<file path="src/rtl/ram_pkg.sv">
// Shared types and helpers for the parametrised RAM and its clear sequencer.
package ram_pkg;

  localparam int BYTE_W = 8;

  typedef enum logic {
    ST_IDLE,
    ST_CLEAR
  } clr_state_e;

  // Number of byte-enable bits for a given word width.
  function automatic int wbe_width(input int data_width);
    return data_width / BYTE_W;
  endfunction

endpackage

</file>
<file path="src/rtl/ram_param_if.sv">
// User-side port bundle of ram_param: write/read channels, clear request and status.
interface ram_param_if
  import ram_pkg::*;
#(
  parameter int DATA_WIDTH = 32,
  parameter int ADDR_WIDTH = 5
);
  localparam int WBE_W = wbe_width(DATA_WIDTH);

  logic                  ena;
  logic                  wena;
  logic [ADDR_WIDTH-1:0] waddr;
  logic [WBE_W-1:0]      wbe;
  logic [DATA_WIDTH-1:0] data_in;
  logic                  rd_en;
  logic [ADDR_WIDTH-1:0] raddr;
  logic [DATA_WIDTH-1:0] data_out;
  logic                  rvalid;
  logic                  clr_req;
  logic                  busy;

  modport master (
    output ena, wena, waddr, wbe, data_in, rd_en, raddr, clr_req,
    input  data_out, rvalid, busy
  );

  modport slave (
    input  ena, wena, waddr, wbe, data_in, rd_en, raddr, clr_req,
    output data_out, rvalid, busy
  );

endinterface

</file>
<file path="src/rtl/ram_clear_ctrl.sv">
// Clear sequencer: sweeps addresses 0..DEPTH-1 after reset or on request.
module ram_clear_ctrl
  import ram_pkg::*;
#(
  parameter int ADDR_WIDTH = 5,
  parameter int DEPTH      = 32
) (
  input  logic                  clk,
  input  logic                  rst_n,
  input  logic                  clr_req,
  output logic                  clr_we,
  output logic [ADDR_WIDTH-1:0] clr_addr,
  output logic                  busy
);

  // Terminal check at DEPTH-1 keeps clr_addr from ever wrapping.
  localparam logic [ADDR_WIDTH-1:0] LAST_ADDR = ADDR_WIDTH'(DEPTH - 1);

  clr_state_e            state, state_nxt;
  logic [ADDR_WIDTH-1:0] addr_nxt;

  // State and sweep address registers; reset starts a fresh sweep.
  always_ff @(posedge clk or negedge rst_n) begin
    if (!rst_n) begin
      state    <= ST_CLEAR;
      clr_addr <= '0;
    end else begin
      state    <= state_nxt;
      clr_addr <= addr_nxt;
    end
  end

  // Next state: requests only start a sweep from IDLE, never extend one.
  always_comb begin
    state_nxt = state;
    addr_nxt  = clr_addr;
    unique case (state)
      ST_IDLE: begin
        if (clr_req) begin
          state_nxt = ST_CLEAR;
          addr_nxt  = '0;
        end
      end
      ST_CLEAR: begin
        if (clr_addr == LAST_ADDR) state_nxt = ST_IDLE;
        else                       addr_nxt  = clr_addr + 1'b1;
      end
    endcase
  end

  assign busy   = (state == ST_CLEAR);
  assign clr_we = busy;

endmodule

</file>
<file path="src/rtl/ram_param.sv">
// Parametrised single-clock RAM: byte write enables, registered read with
// rvalid strobe, write-first bypass, and a hardware clear sweep.
// Optional macro RAM_OUT_REG_EN adds a second output register (latency 2).
module ram_param
  import ram_pkg::*;
#(
  parameter int                    DATA_WIDTH = 32,
  parameter int                    ADDR_WIDTH = 5,
  parameter int                    DEPTH      = 32,
  parameter logic [DATA_WIDTH-1:0] INIT_VALUE = '0
) (
  input logic         clk,
  input logic         rst_n,
  ram_param_if.slave  bus
);

  localparam int NB = wbe_width(DATA_WIDTH);
`ifdef RAM_OUT_REG_EN
  localparam int STAGES = 2;
`else
  localparam int STAGES = 1;
`endif

  logic [DATA_WIDTH-1:0]         mem [DEPTH];
  logic                          clr_we, busy;
  logic [ADDR_WIDTH-1:0]         clr_addr;
  logic                          user_we, rd_fire, hit;
  logic [NB-1:0][BYTE_W-1:0]     rword, rdata, wword;
  logic [STAGES:1]               vld_pipe;
  logic [STAGES:1][DATA_WIDTH-1:0] dat_pipe;

  ram_clear_ctrl #(
    .ADDR_WIDTH(ADDR_WIDTH),
    .DEPTH     (DEPTH)
  ) u_clr (
    .clk     (clk),
    .rst_n   (rst_n),
    .clr_req (bus.clr_req),
    .clr_we  (clr_we),
    .clr_addr(clr_addr),
    .busy    (busy)
  );

  // A clear request in IDLE wins over a same-cycle user write.
  assign user_we = bus.ena & bus.wena & ~busy & ~bus.clr_req
                 & (32'(bus.waddr) < DEPTH);
  assign rd_fire = bus.ena & bus.rd_en & ~busy;
  assign hit     = user_we & (bus.waddr == bus.raddr);
  assign wword   = bus.data_in;

  // Array write port: sweep has the port while busy, else byte-masked user write.
  always_ff @(posedge clk) begin
    if (clr_we) begin
      mem[clr_addr] <= INIT_VALUE;
    end else if (user_we) begin
      for (int k = 0; k < NB; k++)
        if (bus.wbe[k]) mem[bus.waddr][k*BYTE_W +: BYTE_W] <= bus.data_in[k*BYTE_W +: BYTE_W];
    end
  end

  // Read word with per-byte write-first bypass; out-of-range reads give 0.
  always_comb begin
    rword = '0;
    if (32'(bus.raddr) < DEPTH) rword = mem[bus.raddr];
    rdata = rword;
    for (int k = 0; k < NB; k++)
      if (hit && bus.wbe[k]) rdata[k] = wword[k];
  end

  // Output pipeline: stages load only when a read is in flight, else hold.
  always_ff @(posedge clk or negedge rst_n) begin
    if (!rst_n) begin
      vld_pipe <= '0;
      dat_pipe <= '0;
    end else begin
      vld_pipe[1] <= rd_fire;
      if (rd_fire) dat_pipe[1] <= rdata;
      for (int s = 2; s <= STAGES; s++) begin
        vld_pipe[s] <= vld_pipe[s-1];
        if (vld_pipe[s-1]) dat_pipe[s] <= dat_pipe[s-1];
      end
    end
  end

  assign bus.data_out = dat_pipe[STAGES];
  assign bus.rvalid   = vld_pipe[STAGES];
  assign bus.busy     = busy;

endmodule

</file>
<file path="src/flat_wrapper.sv">
// flat-port wrapper written by rule: the top's interface ports become plain ports
module ram_param_flat import ram_pkg::*;
#(
  parameter int                    DATA_WIDTH = 32,
  parameter int                    ADDR_WIDTH = 5,
  parameter int                    DEPTH      = 32,
  parameter logic [DATA_WIDTH-1:0] INIT_VALUE = '0
)
  (clk, rst_n, bus_ena, bus_wena, bus_waddr, bus_wbe, bus_data_in, bus_rd_en, bus_raddr, bus_clr_req, bus_data_out, bus_rvalid, bus_busy);
  ram_param_if #(.DATA_WIDTH(DATA_WIDTH), .ADDR_WIDTH(ADDR_WIDTH)) bus_i ();
  input logic clk;
  input logic rst_n;
  input wire logic [$bits(bus_i.ena)-1:0] bus_ena;
  input wire logic [$bits(bus_i.wena)-1:0] bus_wena;
  input wire logic [$bits(bus_i.waddr)-1:0] bus_waddr;
  input wire logic [$bits(bus_i.wbe)-1:0] bus_wbe;
  input wire logic [$bits(bus_i.data_in)-1:0] bus_data_in;
  input wire logic [$bits(bus_i.rd_en)-1:0] bus_rd_en;
  input wire logic [$bits(bus_i.raddr)-1:0] bus_raddr;
  input wire logic [$bits(bus_i.clr_req)-1:0] bus_clr_req;
  output wire logic [$bits(bus_i.data_out)-1:0] bus_data_out;
  output wire logic [$bits(bus_i.rvalid)-1:0] bus_rvalid;
  output wire logic [$bits(bus_i.busy)-1:0] bus_busy;
  assign bus_i.ena = bus_ena;
  assign bus_i.wena = bus_wena;
  assign bus_i.waddr = bus_waddr;
  assign bus_i.wbe = bus_wbe;
  assign bus_i.data_in = bus_data_in;
  assign bus_i.rd_en = bus_rd_en;
  assign bus_i.raddr = bus_raddr;
  assign bus_i.clr_req = bus_clr_req;
  assign bus_data_out = bus_i.data_out;
  assign bus_rvalid = bus_i.rvalid;
  assign bus_busy = bus_i.busy;
  ram_param #(.DATA_WIDTH(DATA_WIDTH), .ADDR_WIDTH(ADDR_WIDTH), .DEPTH(DEPTH), .INIT_VALUE(INIT_VALUE)) u_core (.clk(clk), .rst_n(rst_n), .bus(bus_i));
endmodule
</file>
<file path="config.mk">
export PLATFORM = sky130hd
export DESIGN_NAME = ram_param_flat
export DESIGN_NICKNAME = d
export VERILOG_FILES = /design/src/rtl/ram_pkg.sv /design/src/rtl/ram_param_if.sv /design/src/rtl/ram_clear_ctrl.sv /design/src/rtl/ram_param.sv /design/src/flat_wrapper.sv
export SDC_FILE = /design/constraint.sdc
export NUM_CORES = 1
export LEC_CHECK = 0
export CORE_ASPECT_RATIO = 1.25
export CORE_MARGIN = 1.5
export CORE_UTILIZATION = 40
export CTS_CLUSTER_DIAMETER = 100
export DETAILED_ROUTE_END_ITERATION = 12
export GPL_ROUTABILITY_DRIVEN = 0
export GPL_TIMING_DRIVEN = 0
export PLACE_DENSITY = 0.58
export SLEW_MARGIN = 25
export SYNTH_ARGS = -nofsm -noshare
export SYNTH_HDL_FRONTEND = slang
export SYNTH_SLANG_ARGS = --single-unit
</file>
<file path="constraint.sdc">
create_clock -name clk -period 3.4 [get_ports clk]
set_input_delay 0.34 -clock clk [delete_from_list [all_inputs] [get_ports clk]]
set_output_delay 0.34 -clock clk [all_outputs]
set_load 0.03 [all_outputs]
</file>
# Yosys cells after proc, flatten, opt, wreduce, memory -nomap -nowiden
# Memory sizes are Yosys's and may differ from the RTL's. A register that Yosys moved wholly into a read port is not among the register bits.
# Index checks and enable logic that the tools add are counted.
# W data, S select, Z words.
# classes
add_sub_neg	1
eq_ne	3
muxes	27
bitwise	7
n_reduce_logical	3
# ops
op	n
$mux W32	1
$reduce_or A32 Y1	1
$mux W1	20
$mux W5	3
$pmux W5 S2	1
$add A5 B1 Y5 const B	1
$and A1 B1 Y1	5
$eq A5 B5 Y1 const B	1
$mux W4	1
$ne A2 B2 Y1 const B	2
$not A1 Y1	2
$pmux W1 S2	1
$reduce_and A2 Y1	1
$logic_not A1 Y1	1
# totals
reg_bits	7
ram_bits	1024
elab_cells	45
memories	1
# memory_table
name	depth	word_bits	rd	rd_ports_with_merged_regs	write_ports	line	text
u_core.mem	32	32	1	1	1	ram_param.sv:24	logic [DATA_WIDTH-1:0] mem [DEPTH];

# Depth between registers and ports, before layout
# logic_depth
ltp_word	8
depth_mapped	10
mapped_depth_nobuf	6

# Hierarchy
# Synthesis repeated with hierarchy kept, for this count alone.
# hier_totals
hier_cells	2171
hier_area_um2	42156.7
# by_module_without_submodules
module	n_inst	cells_per_inst	area_per_inst_um2	seq_area_each_um2
ram_param	1	2141	41815.1	31575.3
ram_clear_ctrl	1	30	341.6	151.4

# Least setup slack after synthesis
# Ideal clock, no wire load.
# synth_timing
path_kind	register to register
start	register u_core.u_clr.state, in the netlist u_core.u_clr.busy
end	memory u_core.mem[17][16] (enable)
setup_ns	0.383
t_arrival_ns	2.848
required_time_ns	3.017
slack_ns	0.169
stages_incl_launch_ff	11
n_path_buf	5
synth_period_minus_slack_ns	3.231
path_cell_list	dfstp_2 -> clkbuf_1 -> nor4bb_1 -> clkbuf_1 -> clkbuf_1 -> nand2_1 -> nor3b_1 -> a31oi_1 -> clkbuf_1 -> clkbuf_1 -> nor3_1
# synth_between
elab_chain_cells	8
word_cells_on_any_way	20
# synth_lines
element	line	text
from (decl)	ram_clear_ctrl.sv:19	clr_state_e state, state_nxt;
from (signal assigned)	ram_clear_ctrl.sv:28	state <= state_nxt;
$not A1 Y1	ram_param.sv:45	assign user_we = bus.ena & bus.wena & ~busy & ~bus.clr_req
$and A1 B1 Y1 (2 in a row)	ram_param.sv:45	
$mux W1	ram_param.sv:55	end else if (user_we) begin
$mux W1	ram_param.sv:53	if (clr_we) begin
$mux W1 (not written as such)	ram_param.sv:57	if (bus.wbe[k]) mem[bus.waddr][k*BYTE_W +: BYTE_W] <= bus.data_in[k*BYTE_W +: BYTE_W];
$reduce_or A32 Y1 (no source line)	n/a	
$mux W5 (no source line) / $mux W4 (equally long branches)	n/a	
to (decl)	ram_param.sv:24	
# Several ways; a longest one is shown, not always the timed one.

# Worst setup path after layout
# layout_timing
start	register u_core.u_clr.state, in the netlist u_core.u_clr.busy
end	memory u_core.mem[4][24] (enable)
# The elaborated chain is that of the path after synthesis.

==> reports/metrics.yaml <==
final_area_um2: 49500
synth_area_leader_cell: "edfxtp_1"
hp-class: "primary input to async pin"
outcome: "finished clean"
num_vias: 21910
io_pins: 86
crit_path_cell_trace: "nor4bb_1 > clkbuf_2 > clkbuf_2 > nand2_2 > and3_1 > a31oi_1 > clkbuf_8 > nor3_2 > buf_4"
crit_path_end_kind: "flip-flop"
synth_top_area_share_pct: 73.18
nNetsFinal: 2336
die_x_um: 292.9
synth_fa_ha_area_share_pct: 0.05956
reg2reg_to: "u_core.mem[4][24]"
clkPwrFrac_pct: 33.7
drc: 0
ys_types: 48
avgSynthCellArea_um2: 20.44
dp_slack_ns: -1.437
synth_compound_area_share_pct: 2.680
synth_xor_area_share_pct: 0.1459
p_sw_share_pct: 27.49
synth.area.top_cells: "edfxtp_1 (73%), mux4_2 (14%), mux2i_1 (3.1%)"
final_core_util_pct: 47.65
grt_pass1_wl_um: 162300
die_area_um2: 107000
drtIter0Drc: 2318
start_util_pct: 40.45
power_frac_seq_pct: 49.0
drtAntennaViolNets: 0
netSwitchingPower_mw: 9.270
diodes: 0
synth-simple-area-share_pct: 3.326
grt_max_degree: 40
required_ns: 3.82
area_growth_pct: 17.81
hpwl_um: 77730
drv_cap: 0
ys_seq_area_share_pct: 75.51
slew_headroom_pct: 25.82
path_max_fanout: 10
drive_gt1_share_pct: 29.63
rsz0062_at_grt: "false"
rows: 132
setup_ws_ns: 0.02467
critPathTopFamily: "buffers and inverters"
netlist_instances: 2056
vdd_drop_max_uv: 426.3
dr.pass1.iters: 7
slew_viol_final: 0
crit_type: "flip-flop to flip-flop"
clkTransAtPathRegs_ns: 0.06
gr-total-overflow: 0
r2r_cells: 9
slowest_delay_ns: 0.57
fin_crit_ns: 3.375
core-area_um2: 103900
cts_made_buffers: 104
cts_tree: "done"
fmax_mhz: 296.3
crit_arrival_ns: 3.80
fin_tns_setup_ns: 0
drt-vias-per-instance: 5.911
insertion_delay_ns: 0.70
place_area_um2: 44930
synth.net_count: 2110
antenna_found_initial: 6
power.internal_mw: 24.46
finalCritPeriodShare_pct: 99.27
synthFlopType: "edfxtp_1"
mostFrequentLayoutCell: "edfxtp_1"
setup_viol: 0
r2r_setup_slack_ns: 0.02
synth.mux.area_fraction_pct: 16.87
cpMostUsedCell: "clkbuf_2"
tightest_slew_ns: 1.113
p_per_area_nw_per_um2: 681.3
p_comb_share_pct: 17.2
wl_per_cell_um: 30.94
wl_um: 114700
async_flop_share_pct: 3.669
cp_slowest_cell: "a31oi_1"
synth_warnings: 0
reg2reg_from: "u_core.u_clr.busy"
leakagePower_nw: 15.80
clockBufferDepth: 3
clock_sinks: 1063
ys_seq_elements: 1063
path_buf_inv: 4
die_h_um: 365.4
io_buffer_count: 82
clock_skew_ns: 0.03791
mostFrequentLayoutCells: "edfxtp_1 (1,024), mux4_2 (256), mux2i_1 (130), clkbuf_16 (105), clkbuf_1 (84)"
gr-usage-all-layers_pct: 21.55
hold_viol: 0
cts_htree_levels: 3
synth_area_um2: 42020
cts-root-buf: "clkbuf_16"
start_kind: "flip-flop"
synth_edf_count: 1024
synth_top_family_by_area: "multiplexers"
grt_pass1_vias: 22620
-- how the worst max path moves through the flow --
stage | from | endpoint | slack, ns | cells past startpoint
after floorplan | u_core.u_clr.busy | u_core.mem[17][16] | 0.17 | 10
after global placement | bus_wena | u_core.mem[20][4] | -1.69 | 10
after detailed placement | bus_wena | u_core.mem[20][12] | -1.44 | 10
after CTS | u_core.u_clr.busy | u_core.mem[27][28] | -0.22 | 8
after global routing | u_core.u_clr.busy | u_core.mem[18][16] | 0.004 | 9
final | u_core.u_clr.busy | u_core.mem[4][24] | 0.02 | 9
-- power groups by stage --
stage	Combinational (mW)	Clock [mW]	Sequential (mW)
finish	5.80	11.4	16.5
global route	6.03	12.0	16.6
CTS	5.75	11.5	16.5
detailed placement	5.13	0	16.8
global placement	4.84	0	16.7
floorplan	2.62	0	16.9
-- layout make-up --
| class | count | area, µm² |
|---|---|---|
| Inverter | 18 | 116.4 |
| Tap cell | 1340 | 1677 |
| Timing Repair inverter | 8 | 60.06 |
| Timing Repair Buffer | 113 | 1199 |
| Clock buffer | 129 | 2718 |
| Multi-Input combinational cell | 845 | 10770 |
| Sequential cell | 1063 | 31730 |
| Buffer | 129 | 615.6 |
| Fill cell | 8449 | 54380 |
| Clock inverter | 61 | 615.6 |
-- cells in the mapped netlist, drive strengths merged, types with 2 or more instances --
cell    count
xnor2       3
buf        45
xor2        4
clkbuf     85
o221ai     18
nand3       3
inv        18
nand2b      7
nor3b       4
ha          2
a22o        5
nor4        4
a21oi      10
nand3b      5
and3       18
a21o        2
nand2      45
nor2      120
nor3       51
edfxtp   1024
nor2b      14
a22oi      14
o211ai      7
o21ai      18
mux4      256
a41oi       2
mux2        2
mux2i     130
dfrtp      38
o22ai      67
o31a        3
or2        19
or3         2
or4         2
a31oi       4
-- timing repair --
action	4_1_cts	5_1_grt
hold buffers	1	0
setup buffers	14	0
setup endpoints to repair	1535	1458
resized for setup	230	19
cloned	8	0
pin swaps	18	0
hold endpoints to repair	38	0
-- metrics by stage --
step | hold slack (ns) | power [mW] | instances
floorplan | 0.04441 | 19.50 | 2056
global placement | 0.4794 | 21.57 | 3478
detailed placement | 0.4120 | 21.95 | 3494
CTS | 0.2265 | 33.78 | 3707
global route | 0.2516 | 34.66 | 3706
finish | 0.2068 | 33.73 | 3706
-- registers in the layout, indices dropped and copies added (netlist names) --
register / cells
u_core.bus.data_out: 32
u_core.bus.rvalid: 1
u_core.mem: 1024
u_core.u_clr.busy: 1
u_core.u_clr.clr_addr: 5
-- routing by layer --
layer	GRT usage, %	share of wire [%]
met1	27.33	38
met2	36.15	50
met4	8.514	3.8
met5	0	0.037
met3	4.756	7.8
-- cells by family after synthesis --
| group | after synthesis |
|---|---|
| flops | 1063 |
| mux | 388 |
| simple gates | 296 |
| compound gates | 152 |
| buf+inv | 148 |
| xor+xnor | 7 |
| fa+ha+maj | 2 |
No activity file was read; power rests on OpenSTA's default activity.
